## config.mk

```make
export PLATFORM = sky130hd
export DESIGN_NAME = multiplier32
export DESIGN_NICKNAME = d
export VERILOG_FILES = /design/src/rtl/multiplier32_pkg.sv /design/src/rtl/multiplier32_chunk_pp.sv /design/src/rtl/multiplier32.sv
export SDC_FILE = /design/constraint.sdc
export NUM_CORES = 1
export LEC_CHECK = 0
export CAP_MARGIN = 20
export CORE_ASPECT_RATIO = 1.75
export CORE_UTILIZATION = 45
export DETAILED_ROUTE_END_ITERATION = 7
export DONT_BUFFER_PORTS = 1
export PLACE_DENSITY_LB_ADDON = 0.12
export SLEW_MARGIN = 20
export SYNTH_ARGS = -nofsm -noshare
export SYNTH_HDL_FRONTEND = slang
export SYNTH_SLANG_ARGS = --single-unit
export TNS_END_PERCENT = 5
```

## constraint.sdc

```tcl
create_clock -name clk -period 10.24 [get_ports clk]
set_input_delay 2.048 -clock clk [delete_from_list [all_inputs] [get_ports clk]]
set_output_delay 2.048 -clock clk [all_outputs]
set_load 0.1 [all_outputs]
```

## src/rtl/multiplier32_pkg.sv

```systemverilog
// Shared ALU port bundles and multiplier FSM state encoding.
// Purely declarative; no logic, no latency, no flow control.
package PkgAlu;

    localparam int MSB_POS__MUL32_INOUT = 31;

    typedef struct packed {
        logic                            enable;
        logic [MSB_POS__MUL32_INOUT:0]   x;
        logic [MSB_POS__MUL32_INOUT:0]   y;
    } PortIn_Multiplier32;

    typedef struct packed {
        logic                            can_accept_cmd;
        logic                            data_ready;
        logic [MSB_POS__MUL32_INOUT:0]   prod;
    } PortOut_Multiplier32;

    typedef enum logic {StIdle, StBusy} Mul32State;

endpackage

```

## src/rtl/multiplier32_chunk_pp.sv

```systemverilog
// 32 x BITS_PER_CYCLE partial product, truncated to 32 bits.
// Combinational, zero latency; no flow control.
module mul32_chunk_pp #(
    parameter int BITS_PER_CYCLE = 8
) (
    input  logic [31:0]               x,
    input  logic [BITS_PER_CYCLE-1:0] y_chunk,
    output logic [31:0]               pp
);

    // Only the low 32 bits are ever consumed, so a 32-bit multiply suffices.
    assign pp = x * 32'(y_chunk);

endmodule

```

## src/rtl/multiplier32.sv

```systemverilog
// Iterative 32x32 multiplier returning the low 32 bits, BITS_PER_CYCLE bits of y per clock.
// Latency: accept at edge k -> data_ready after edge k+NUM_ITER.
// Backpressure: can_accept_cmd low while busy; enable is ignored then.
module multiplier32
    import PkgAlu::*;
#(
    parameter int BITS_PER_CYCLE = 8
) (
    input  logic                clk,
    input  logic                rst,
    input  PortIn_Multiplier32  in,
    output PortOut_Multiplier32 out
);

    localparam int NUM_ITER = 32 / BITS_PER_CYCLE;
    localparam int CW       = (NUM_ITER > 1) ? $clog2(NUM_ITER) : 1;

    generate
        if (!(BITS_PER_CYCLE inside {1, 2, 4, 8, 16, 32})) begin : g_bad_bpc
            $error("multiplier32: BITS_PER_CYCLE must be one of 1, 2, 4, 8, 16, 32");
        end
    endgenerate

    Mul32State      state;
    logic [CW-1:0]  cnt;
    logic [31:0]    x_r;
    logic [31:0]    y_r;
    logic [31:0]    acc;
    logic           can_accept_r;
    logic           data_ready_r;
    logic [31:0]    prod_r;

    logic [31:0]    pp;
    logic [31:0]    shift_amt;
    logic [31:0]    acc_next;
    logic           last_iter;

    mul32_chunk_pp #(
        .BITS_PER_CYCLE (BITS_PER_CYCLE)
    ) u_chunk_pp (
        .x       (x_r),
        .y_chunk (y_r[BITS_PER_CYCLE-1:0]),
        .pp      (pp)
    );

    assign shift_amt = 32'(cnt) * 32'(BITS_PER_CYCLE);
    assign acc_next  = acc + (pp << shift_amt);
    assign last_iter = (cnt == CW'(NUM_ITER - 1));

    always_ff @(posedge clk) begin
        if (rst) begin
            state        <= StIdle;
            cnt          <= '0;
            x_r          <= '0;
            y_r          <= '0;
            acc          <= '0;
            can_accept_r <= 1'b1;
            data_ready_r <= 1'b0;
            prod_r       <= '0;
        end else begin
            data_ready_r <= 1'b0;
            case (state)
                StIdle: begin
                    if (in.enable) begin
                        x_r          <= in.x;
                        y_r          <= in.y;
                        acc          <= '0;
                        cnt          <= '0;
                        can_accept_r <= 1'b0;
                        state        <= StBusy;
                    end
                end
                StBusy: begin
                    acc <= acc_next;
                    y_r <= y_r >> BITS_PER_CYCLE;
                    cnt <= cnt + CW'(1);
                    // prod is only written here, so it holds across later accepts.
                    if (last_iter) begin
                        prod_r       <= acc_next;
                        data_ready_r <= 1'b1;
                        can_accept_r <= 1'b1;
                        state        <= StIdle;
                    end
                end
                default: state <= StIdle;
            endcase
        end
    end

    assign out.can_accept_cmd = can_accept_r;
    assign out.data_ready     = data_ready_r;
    assign out.prod           = prod_r;

endmodule

```

* Yosys cells after proc, flatten, opt, wreduce, memory -nomap -nowiden *
Index checks and enable logic that the tools add are counted.

operators by class
  add/sub/neg operators = 2
  multiply operators = 1
  eq/ne operators = 3
  shift operators = 1
  muxes and demuxes = 13
  bitwise gates (word level) = 1
  reduce and logical (&&, ||, !) cells = 4

operators by type and width
  operator             number
  $pmux 32 s2          2
  $mux 32              2
  $add 32x32->32       1
  $mul 32x8->32        1
  $shl 32x5->32        1
  $reduce_and 2->1     3
  $mux 1               5
  $pmux 1 s2           2
  $pmux 2 s2           1
  $add 2x1->2 const B  1
  $eq 2x2->1 const B   1
  $mux 2               1
  $ne 2x1->1 const B   1
  $ne 2x2->1 const B   1
  $reduce_or 2->1      1
  $not 1->1            1

word-level totals
  flip-flop bits (word level) = 133
  input port bits = 67
  logic and storage cells = 33

* Logic depth before layout (Yosys ltp) *
  depth after elaboration = 4
  mapped depth = 33
  gate-level depth less buffers = 31

* Cells and area by module *
From an unflattened synthesis, not the netlist that was laid out.

second synthesis, totals
  cell total of the unflattened synthesis = 1654
  area total of the unflattened synthesis = 13763.2 um^2

by module, submodules not included
  module          times used  cells each  area an instance (um^2)  sequential area each (um^2)
  multiplier32    1           907         7165.6                   2662.6
  mul32_chunk_pp  1           747         6597.6                   0.0

* Least setup slack after synthesis *
Ideal clock, no wire load.

  path type = flip-flop to flip-flop
  start point = reg y_r[3]
  end point = reg acc[31]
  setup time = 0.128 ns
  arrival = 7.133 ns
  required time = 10.112 ns
  path slack = 2.979 ns
  stages on the path, launching flop included = 32
  clock period less this slack = 7.261 ns
  cell sequence = dfxtp_1 clkbuf_1 clkbuf_1 and2_1 fa_1 fa_1 fa_1 inv_1 fa_1 inv_1 ha_1 buf_6 a21o_1 a21o_1 a21o_1 a221o_1 nor2_1 inv_1 a31oi_1 xnor2_1 mux2i_1 o21ai_0 ha_1 a21oi_1 o21ai_0 or4_1 o31ai_1 o21ai_0 xor2_1 or3_1 a31oi_1 nor2_1

on the way
  word-level cells in the longest chain between the ends = 4

RTL lines
  item                    line                         text
  start, declared         multiplier32.sv:27           logic [31:0] y_r;
  start signal, assigned  multiplier32.sv:66           y_r <= in.y;
  start signal, assigned  multiplier32.sv:75           y_r <= y_r >> BITS_PER_CYCLE;
  $mul 32x8->32           multiplier32_chunk_pp.sv:12  assign pp = x * 32'(y_chunk);
  $shl 32x5->32           multiplier32.sv:47           assign acc_next = acc + (pp << shift_amt);
  $add 32x32->32          multiplier32.sv:47
  $pmux 32 s2             multiplier32.sv:62           case (state)
  end signal, assigned    multiplier32.sv:74           acc <= acc_next;
  end, declared           multiplier32.sv:28           logic [31:0] acc;

Every way passes these cells.
A chain may end at the register's enable or synchronous reset.

* Worst setup path after layout *
  start point = reg y_r[7]
  end point = reg acc[31]

The elaborated chain is that of the path after synthesis.

==> flow_summary_export.csv <==
group,metric,value,unit
run,max_cap_viol_count,0,
grt,grt_pass1_wl,59400,um
synth,yosys.area.top_type,"fa_1",
drt,first_pass_iters,5,
setup_path,cp-startpoint,"y_r[7]",
setup_path,arrival,8.51,ns
setup_path,r2r_cells,28,
sta,setup_violations,0,
synth,synth.distinct_cells,60,
sta,tightest_slew,1.06,ns
synth,synth_edf_count,0,
clock_tree,insertion_delay,0.44,ns
power_and_ir_drop,power_frac_comb,0.199,
drt,antenna_left,0,
power_and_ir_drop,clock_power_share,0.416,
placement,io_buffers,0,
setup_path,critPathLaunchType,"flip-flop",
power_and_ir_drop,power.total,1.50,mW
synth,synth_async_sr_flop_share,0,
synth,synth_top_cell_area_share,0.232,
sta,slew_viol_final,0,
power_and_ir_drop,p_int,1.00,mW
grt,grt_max_degree,131,
layout,design_area,0.0143,mm2
synth,post-synth-top-count-cell,"nand2_1",
setup_path,crit_path_end,"acc[31]",
clock_tree,cts_root_buf,"clkbuf_16",
clock_tree,post_cts_resized,0,
layout,finalCoreUtilization,0.486,
power_and_ir_drop,p_seq_frac,0.385,
placement,place_congestion,0.879,
layout,drive_above_1_share,0.0331,
drt,routed_wl,36000,um
power_and_ir_drop,p_leak,6.85,nW
sta,slew_headroom,0.293,
floorplan,dieArea,0.0308,mm2
synth,yosysSeqAreaShare,0.197,
layout,fin_nets,1888,
clock_tree,tritoncts,"built",
setup_path,r2r_start,"y_r[7]",
placement,placed_area,0.0138,mm2
synth,synthFlopType,"dfxtp_1",
synth,syn-cell-area,0.0135,mm2
clock_tree,cts_sinks,133,
floorplan,coreArea,0.0295,mm2
synth,syn_inst,1647,
setup_path,slowest_stage,"dfxtp_1",
synth,synthTopCellsByArea,"fa_1, dfxtp_1, and2_1",
clock_tree,clockBufferDepth,2,
layout,syn2layout_area_growth,5.97,%
synth,synth.avg_cell_area,8.21,um2
floorplan,io_pins,101,
sta,layout_setup_ws,2.07,ns
drt,drt_iter0_markers,497,
clock_tree,cts_setup_buffers,0,
grt,antenna_found_initial,0,
sta,rsz0062_at_grt,"false",
power_and_ir_drop,ir_drop,0.000107,V
run_status,outcome,"complete, no violations",
power_and_ir_drop,p_per_area,104,mW/mm2
drt,wire_per_inst,18.2,um
setup_path,endpoint_kind,"flip-flop",
synth,synth_fp_nets,1946,
floorplan,fp-row-count,83,
sta,fin_crit_sh,0.798,
sta,setup_tns,0,ns
grt,grt_pass1_vias,11188,
synth,ys_warn_count,0,
placement,preCtsSetupSlack,2.09,ns
sta,finClkSkew,0.00693,ns
sta,holdWs,0.465,ns
setup_path,critPathKind,"flip-flop to flip-flop",
sta,hold_viol_final,0,
clock_tree,htree_levels,4,
synth,synth.top_cells.by_count,"nand2_1, and2_1, a21oi_1",
synth,ys_ff_latch,133,
clock_tree,hold_buffers,0,
sta,fmax,122,MHz
drt,vias,10783,
setup_path,critPathMostFrequentCell,"fa_1",
sta,post-route-min-period,8.17,ns
layout,diodes,0,
power_and_ir_drop,swShare,0.331,
worst_hold_path,hp-class,"flip-flop to flip-flop",
setup_path,slowest_delay,0.95,ns
setup_path,worst_ep_required_time,10.57,ns
grt,track_usage,0.248,
placement,dpl.cell_count,1952,
placement,dp_hpwl,27100,um
setup_path,worstReg2RegEnd,"acc[31]",
floorplan,die_h,231,um
power_and_ir_drop,switchingPower,496,uW
floorplan,initial_core_util,0.459,
grt,grt_overflow,0,
layout,final_cells,1983,
floorplan,die_w,133,um
setup_path,r2r_setup_slack,2.07,ns
setup_path,cp_max_fo,26,
clock_tree,cts_buffers,17,
drt,drc,0,
drt,viasPerCell,5.44,
clock_tree,clk_transition_reported_paths,0.06,ns
-- power groups by stage --
stage	Combinational, mW	Sequential (mW)	Clock [mW]
after floorplan	0.243	0.563	0
after global placement	0.295	0.588	0
after detailed placement	0.295	0.589	0
after CTS	0.300	0.577	0.639
after global routing	0.334	0.580	0.661
final	0.298	0.577	0.623
-- flip-flops by register name, summed over array words and instances, names as in the netlist --
| signal | count |
|---|---|
| y_r | 32 |
| data_ready_r | 1 |
| x_r | 32 |
| prod_r | 32 |
| can_accept_r | 1 |
| acc | 32 |
| cnt | 2 |
| state | 1 |
-- worst max-delay path, delay by kind of cell (launching register included) --
| family | cells | cell delay, ns |
|---|---|---|
| buffers and inverters | 2 | 0.10 |
| flip-flops | 1 | 0.95 |
| AO/OA/AOI/OAI | 12 | 2.64 |
| XOR/XNOR | 2 | 0.34 |
| AND/OR/NAND/NOR | 6 | 1.38 |
| adder cells (fa/ha/maj) | 6 | 2.63 |
-- cell type report --
class                           count  area [um2]
Fill cell                        2984       15200
Multi-Input combinational cell   1277        9970
Timing Repair Buffer               13        97.6
Clock inverter                     13         140
Sequential cell                   133        2660
Clock buffer                       18         439
Inverter                          147         552
Tap cell                          382         478
-- cells in the final DEF (no fill, tap or decap), types with 7 or more instances in the layout --
master / n
a21o_1: 34
xor2_1: 15
fa_1: 157
o21a_1: 9
buf_4: 13
mux2i_1: 42
a21oi_1: 164
clkbuf_16: 17
ha_1: 75
and3_1: 34
o211ai_1: 12
nand2_1: 213
nor2b_1: 10
and2_1: 170
nor3_1: 10
nand3_1: 10
xnor2_1: 46
or3_1: 7
a211oi_1: 12
a31oi_1: 10
nor2_1: 151
inv_1: 147
o21ai_0: 24
dfxtp_1: 132
-- routing by layer --
metal,track usage,wire length [um]
met5,0,0
met4,0.0995,1090
met3,0.0324,1270
met2,0.457,19200
met1,0.286,14400
-- worst min path at each step --
stage               cells past startpoint  startpoint      end
global route                            2     x_r[30]  x_r[30]
CTS                                     2     x_r[31]  x_r[31]
global placement                        2     x_r[31]  x_r[31]
detailed placement                      2     x_r[31]  x_r[31]
floorplan                               2     x_r[31]  x_r[31]
finish                                  2     x_r[31]  x_r[31]
-- cell families after synthesis --
family	share of synthesized area
AND/OR/NAND/NOR	0.224
AO/OA/AOI/OAI	0.140
buffers and inverters	0.0669
adder cells (fa/ha/maj)	0.302
flip-flops	0.197
XOR/XNOR	0.0395
multiplexers	0.0311
Power figures use the tool's default switching activity.
